## src/rtl/frame_reader_if.sv

```systemverilog
// Bus bundle for frame_reader: RAM read port plus pixel stream.
// master = reader side, slave = RAM model / downstream consumer.
interface frame_reader_if #(
    parameter int AW = 16,
    parameter int DW = 8
);
    logic [AW-1:0] mem_addr;
    logic          mem_rd_en;
    logic [DW-1:0] mem_rdata;
    logic [DW-1:0] pix_data;
    logic          pix_valid;
    logic          pix_ready;
    logic          pix_sol;
    logic          pix_eol;
    logic          pix_eof;

    modport master (
        output mem_addr, mem_rd_en,
        input  mem_rdata,
        output pix_data, pix_valid, pix_sol, pix_eol, pix_eof,
        input  pix_ready
    );

    modport slave (
        input  mem_addr, mem_rd_en,
        output mem_rdata,
        input  pix_data, pix_valid, pix_sol, pix_eol, pix_eof,
        output pix_ready
    );
endinterface

```

## src/rtl/frame_reader.sv

```systemverilog
// Reads a square frame from single-port RAM in raster order and streams
// it out over valid/ready with sol/eol/eof markers through a 2-entry FIFO.
module frame_reader #(
    parameter int MAX_DIM   = 28,
    parameter int AW        = 16,
    parameter int DW        = 8,
    parameter int BASE_ADDR = 0
) (
    input  logic       clk,
    input  logic       rst_n,
    input  logic       start,
    input  logic [8:0] dim,
    output logic       busy,
    output logic       done,
    frame_reader_if.master bus
);
    localparam logic [1:0] S_IDLE  = 2'd0;
    localparam logic [1:0] S_SCAN  = 2'd1;
    localparam logic [1:0] S_DRAIN = 2'd2;
    localparam logic [1:0] S_DONE  = 2'd3;

    logic [1:0]    state;
    logic [8:0]    edge_q;
    logic [8:0]    row;
    logic [8:0]    col;
    logic [AW-1:0] addr;
    logic          inflight;
    logic [2:0]    meta;
    logic [DW+2:0] fifo [2];
    logic          wp;
    logic          rp;
    logic [1:0]    occ;

    logic [8:0]    e_in;
    logic [8:0]    e_m1;
    logic [2:0]    credit;
    logic [DW+2:0] head;
    logic          valid;
    logic          pop;
    logic          issue;
    logic          last;

    // Edge clamp, read credit and head-of-FIFO decode
    always_comb begin
        e_in   = (dim > 9'(MAX_DIM)) ? 9'(MAX_DIM) : dim;
        e_m1   = edge_q - 9'd1;
        valid  = (occ != 2'd0);
        pop    = valid && bus.pix_ready;
        credit = {1'b0, occ} + {2'b0, inflight} - {2'b0, pop};
        issue  = (state == S_SCAN) && (credit < 3'd2);
        last   = (row == e_m1) && (col == e_m1);
        head   = fifo[rp];
    end

    // Output drive; stream outputs are forced low when the FIFO is empty
    always_comb begin
        bus.mem_addr  = addr;
        bus.mem_rd_en = issue;
        bus.pix_valid = valid;
        bus.pix_data  = valid ? head[DW+2:3] : '0;
        bus.pix_sol   = valid && head[2];
        bus.pix_eol   = valid && head[1];
        bus.pix_eof   = valid && head[0];
        busy          = (state == S_SCAN) || (state == S_DRAIN);
        done          = (state == S_DONE);
    end

    // Frame control and read-side raster counters
    always_ff @(posedge clk or negedge rst_n) begin
        if (!rst_n) begin
            state  <= S_IDLE;
            edge_q <= '0;
            row    <= '0;
            col    <= '0;
            addr   <= '0;
        end else begin
            unique case (state)
                S_IDLE: begin
                    if (start && dim != 9'd0) begin
                        edge_q <= e_in;
                        row    <= '0;
                        col    <= '0;
                        addr   <= AW'(BASE_ADDR);
                        state  <= S_SCAN;
                    end
                end
                S_SCAN: begin
                    if (issue) begin
                        if (last) begin
                            state <= S_DRAIN;
                        end else begin
                            addr <= addr + AW'(1);
                            if (col == e_m1) begin
                                col <= '0;
                                row <= row + 9'd1;
                            end else begin
                                col <= col + 9'd1;
                            end
                        end
                    end
                end
                S_DRAIN: begin
                    if (pop && head[0]) state <= S_DONE;
                end
                default: state <= S_IDLE;
            endcase
        end
    end

    // Track the read in flight and the markers computed when it issued
    always_ff @(posedge clk or negedge rst_n) begin
        if (!rst_n) begin
            inflight <= 1'b0;
            meta     <= '0;
        end else begin
            inflight <= issue;
            if (issue) meta <= {col == 9'd0, col == e_m1, last};
        end
    end

    // Two-entry output FIFO: capture returning data, pop on handshake
    always_ff @(posedge clk or negedge rst_n) begin
        if (!rst_n) begin
            for (int i = 0; i < 2; i++) fifo[i] <= '0;
            wp  <= 1'b0;
            rp  <= 1'b0;
            occ <= '0;
        end else begin
            if (inflight) begin
                fifo[wp] <= {bus.mem_rdata, meta};
                wp       <= ~wp;
            end
            if (pop) rp <= ~rp;
            occ <= occ + {1'b0, inflight} - {1'b0, pop};
        end
    end
endmodule

```

## src/flat_wrapper.sv

```systemverilog
// flat-port wrapper written by rule: the top's interface ports become plain ports
module frame_reader_flat 
#(
    parameter int MAX_DIM   = 28,
    parameter int AW        = 16,
    parameter int DW        = 8,
    parameter int BASE_ADDR = 0
)
  (clk, rst_n, start, dim, busy, done, bus_mem_addr, bus_mem_rd_en, bus_mem_rdata, bus_pix_data, bus_pix_valid, bus_pix_sol, bus_pix_eol, bus_pix_eof, bus_pix_ready);
  frame_reader_if #(.AW(AW), .DW(DW)) bus_i ();
  input  logic clk;
  input  logic rst_n;
  input  logic start;
  input  logic [8:0] dim;
  output logic busy;
  output logic done;
  output wire logic [$bits(bus_i.mem_addr)-1:0] bus_mem_addr;
  output wire logic [$bits(bus_i.mem_rd_en)-1:0] bus_mem_rd_en;
  input wire logic [$bits(bus_i.mem_rdata)-1:0] bus_mem_rdata;
  output wire logic [$bits(bus_i.pix_data)-1:0] bus_pix_data;
  output wire logic [$bits(bus_i.pix_valid)-1:0] bus_pix_valid;
  output wire logic [$bits(bus_i.pix_sol)-1:0] bus_pix_sol;
  output wire logic [$bits(bus_i.pix_eol)-1:0] bus_pix_eol;
  output wire logic [$bits(bus_i.pix_eof)-1:0] bus_pix_eof;
  input wire logic [$bits(bus_i.pix_ready)-1:0] bus_pix_ready;
  assign bus_mem_addr = bus_i.mem_addr;
  assign bus_mem_rd_en = bus_i.mem_rd_en;
  assign bus_i.mem_rdata = bus_mem_rdata;
  assign bus_pix_data = bus_i.pix_data;
  assign bus_pix_valid = bus_i.pix_valid;
  assign bus_pix_sol = bus_i.pix_sol;
  assign bus_pix_eol = bus_i.pix_eol;
  assign bus_pix_eof = bus_i.pix_eof;
  assign bus_i.pix_ready = bus_pix_ready;
  frame_reader #(.MAX_DIM(MAX_DIM), .AW(AW), .DW(DW), .BASE_ADDR(BASE_ADDR)) u_core (.clk(clk), .rst_n(rst_n), .start(start), .dim(dim), .busy(busy), .done(done), .bus(bus_i));
endmodule
```

## config.mk

```make
export PLATFORM = sky130hd
export DESIGN_NAME = frame_reader_flat
export DESIGN_NICKNAME = d
export VERILOG_FILES = /design/src/rtl/frame_reader_if.sv /design/src/rtl/frame_reader.sv /design/src/flat_wrapper.sv
export SDC_FILE = /design/constraint.sdc
export NUM_CORES = 1
export LEC_CHECK = 0
export ABC_AREA = 1
export CAP_MARGIN = 20
export CORE_ASPECT_RATIO = 1.2
export CORE_UTILIZATION = 52
export CTS_CLUSTER_DIAMETER = 120
export CTS_CLUSTER_SIZE = 25
export DETAILED_ROUTE_END_ITERATION = 7
export GPL_ROUTABILITY_DRIVEN = 0
export PLACE_DENSITY = 0.79
export SYNTH_ARGS = -nofsm -noshare
export SYNTH_HDL_FRONTEND = slang
export SYNTH_SLANG_ARGS = --single-unit
export TNS_END_PERCENT = 5
```

## constraint.sdc

```tcl
create_clock -name clk -period 3.15 [get_ports clk]
set_input_delay 0.63 -clock clk [delete_from_list [all_inputs] [get_ports clk]]
set_output_delay 0.63 -clock clk [all_outputs]
set_load 0.03 [all_outputs]
```

==> reports/metrics.yaml <==
outcome:
  status: "complete, but fails checks"
  violations: "setup timing"
worst_setup_path:
  worstPathRequired_ns: 2.52
  start_kind: "register"
  critPathKind: "reg -> out"
  end_kind: "output pin"
  arrival_ns: 2.59
  crit_fanout: 3
timing:
  finalMaxSlewViolations: 0
  fin_ws_ns: -0.0731
  rsz0062_at_grt: "yes"
  setup_viol: 1
  clock_skew_ns: 0.00446
  hold_viol: 0
  fin_crit_sh_pct: 102
  worstMarginPinSlew_ns: 0.941
  min_period_ns: 3.22
  holdWs_ns: 0.402
  max-slew-margin-rel_pct: 37.3
  max_freq_mhz: 310
finish:
  multi_input_area_sq_mm: 0.00249
  final-instance-count-excl-fill: 849
  diodes: 0
  seqCellArea_sq_mm: 0.00188
  final_layout_size_suffix_gt1_share_pct: 15.2
  nNetsFinal: 760
  area_delta_synth_final_pct: 23.6
  n_fill_cell: 754
floorplanning:
  fp.dieArea_sq_mm: 0.00948
  die_y_um: 106
  fp-row-count: 37
  io-pin-count: 52
  core_sq_mm: 0.00870
  initial_utilization_pct: 54.4
  die_w_um: 89.1
routing:
  drt_first_pass_iters: 4
  route.met2.wl_um: 5890
  viasPerCell: 5.33
  drt_iter0_drc: 266
  post_drt_wl_per_cell_um: 13.7
  drc_errors: 0
  wl_met3_um: 498
  vias: 4525
  drt-met1-wl_um: 5010
  top_layer: "met4"
  ant_nets: 0
  drt_wl_total_um: 11600
yosys:
  synth_area_leaders: "dfrtp_1, nand2_1, inv_1"
  synth.largest_area_cell: "dfrtp_1"
  ys_types: 38
  syn_area_sq_mm: 0.00473
  seq_area_frac_synth_pct: 39.7
  syn_inst: 649
  synth_edf_count: 0
  yosys_warnings: 0
  yosysTopAreaCellShare_pct: 39.7
  synth_nets: 682
  synthArstFlopShare_pct: 100
  ys_seq_elements: 75
  ys.flop_type: "dfrtp_1"
  post_synth.cell_area_avg_sq_um: 7.29
power:
  internal_power_uw: 2790
  power_frac_clock_pct: 15.4
  p_comb_share_pct: 57.2
  p_leak_uw: 0.00278
  powerDensity_mw_per_mm2: 873
  pwr-share-seq_pct: 27.5
  switchingPower_uw: 2320
  peakVddDrop_mv: 0.448
  sw_frac_of_total_pct: 45.4
global_route:
  grt_max_degree: 76
  overflow: 0
  track_usage_pct: 26.7
  grt_pass1_vias: 4409
  antenna_found_initial: 0
  grt_pass1_wl_um: 19600
flow_run:
  drv_cap: 0
clocking:
  worst_skew_pair.late_latency_ns: 0.37
  cts.clk_slew.worst_paths_ns: 0.08
  cts_hold_buf: 0
  cts-htree-levels: 3
  ctsRootBufferMaster: "clkbuf_8"
  numCtsBuffers: 9
  clk_path_buf_depth: 2
  clkSinkCount: 75
  cts_tree: "done"
hold_path:
  hp-class: "in -> async"
placement:
  place_hpwl_um: 8030
  io_buffers: 51
  place_inst: 812
-- cell usage after synthesis (all sizes together) (2+ instances only) --
master,instances
nor3b,2
ha,11
xor2,23
nor2,64
clkbuf,13
nand3b,2
inv,82
nand3,53
o21ai,53
nor3,10
or2,4
nor4,9
and2,2
buf,9
nand4,21
nand2,194
a21oi,14
dfrtp,75
-- cell type report --
class / instances / share of cell area (%)
Multi-Input combinational cell: 470 / 42.6
Sequential cell: 75 / 32.1
Timing Repair Buffer: 89 / 14.1
Inverter: 82 / 5.26
Tap cell: 117 / 2.50
Clock buffer: 11 / 2.42
Clock inverter: 5 / 1.03
-- layer usage --
metal	global-route usage [%]	vias to the layer above
met1	33.2	2169
met4	9.18	0
li1	-	2234
met3	5.90	20
met2	45.2	102
met5	0	-
-- power by group through the flow --
stage | clock [uW] | combinational, uW | sequential [uW]
3_3_place_gp | 0 | 2520 | 1400
5_1_grt | 835 | 3220 | 1430
6_report | 787 | 2920 | 1400
3_5_place_dp | 0 | 2600 | 1420
4_1_cts | 788 | 2790 | 1400
2_1_floorplan | 0 | 1770 | 1370
-- kinds of logic after synthesis --
logic type | synth area share, %
AOI/OAI and AO/OA | 8.68
adders and majority gates | 3.33
muxes | 0.212
DFF | 39.7
xor gates and xnor gates | 4.44
and+or+nand+nor | 34.7
buffers and inverters | 8.94
-- repair_timing --
action	in CTS	in global routing
pin swaps	5	6
resized for setup	7	14
buffers inserted	19	2
endpoints found under the setup margin	1	37
-- through the flow --
stage | utilization (%) | area [sq um] | TNS [ns] | total power, uW | setup WS, ns
after global placement | 62.3 | 5420 | -7.22 | 3930 | -0.241
after detailed placement | 62.3 | 5420 | -8.95 | 4010 | -0.294
after CTS | 66.5 | 5780 | -0.0648 | 4970 | -0.0648
final | 67.2 | 5850 | -0.0731 | 5110 | -0.0731
after floorplan | - | 4730 | 0 | 3130 | 0.0439
after global routing | 67.2 | 5850 | -0.804 | 5490 | -0.225
-- critical path: stages (launching register included) --
cell	delay [ns]
dfrtp_1	0.40
nor2_2	0.16
inv_2	0.06
nand2_2	0.08
inv_2	0.05
ha_4	0.25
inv_2	0.04
ha_4	0.15
fa_1	0.48
nor3b_2	0.21
inv_2	0.08
nor2_4	0.12
buf_6	0.15
-- path summary, 6_finish.rpt --
check                                                 from  slack (ns)                                  to  depth (start not counted)
worst max-delay path               u_core.occ[1]$_DFF_PN0_       -0.07                       bus_mem_rd_en                         12
worst min-delay path                                 rst_n        0.40        u_core.edge_q[6]$_DFFE_PN0P_                          1
worst max register to register     u_core.occ[1]$_DFF_PN0_        0.10         u_core.state[0]$_DFFE_PN0P_                         23
worst min register to register  u_core.fifo[4]$_DFFE_PN0P_        0.49          u_core.fifo[4]$_DFFE_PN0P_                          2
max in group asynchronous                            rst_n        2.14  u_core.bus.mem_addr[6]$_DFFE_PN0P_                          1
min in group clk                u_core.fifo[4]$_DFFE_PN0P_        0.49          u_core.fifo[4]$_DFFE_PN0P_                          2
-- cells in the final DEF (no fill, tap or decap), types with 12 or more instances in the layout --
master	count
a21oi_1	14
buf_4	35
clkdlybuf4s50_1	48
dfrtp_1	75
inv_1	75
nand2_1	178
nand2_2	14
nand3_1	50
nand4_1	21
nor2_1	55
o21ai_0	38
o21ai_2	12
xor2_1	23
-- flip-flops by register name, indices dropped and copies added, names as in the netlist --
name and flops:
u_core.fifo 22, u_core.bus.mem_addr 16, u_core.col 9, u_core.edge_q 9, u_core.row 9, u_core.meta 3, u_core.occ 2, u_core.state 2
u_core.inflight 1, u_core.rp 1, u_core.wp 1
Note: power is estimated with default switching activity, not from simulation.
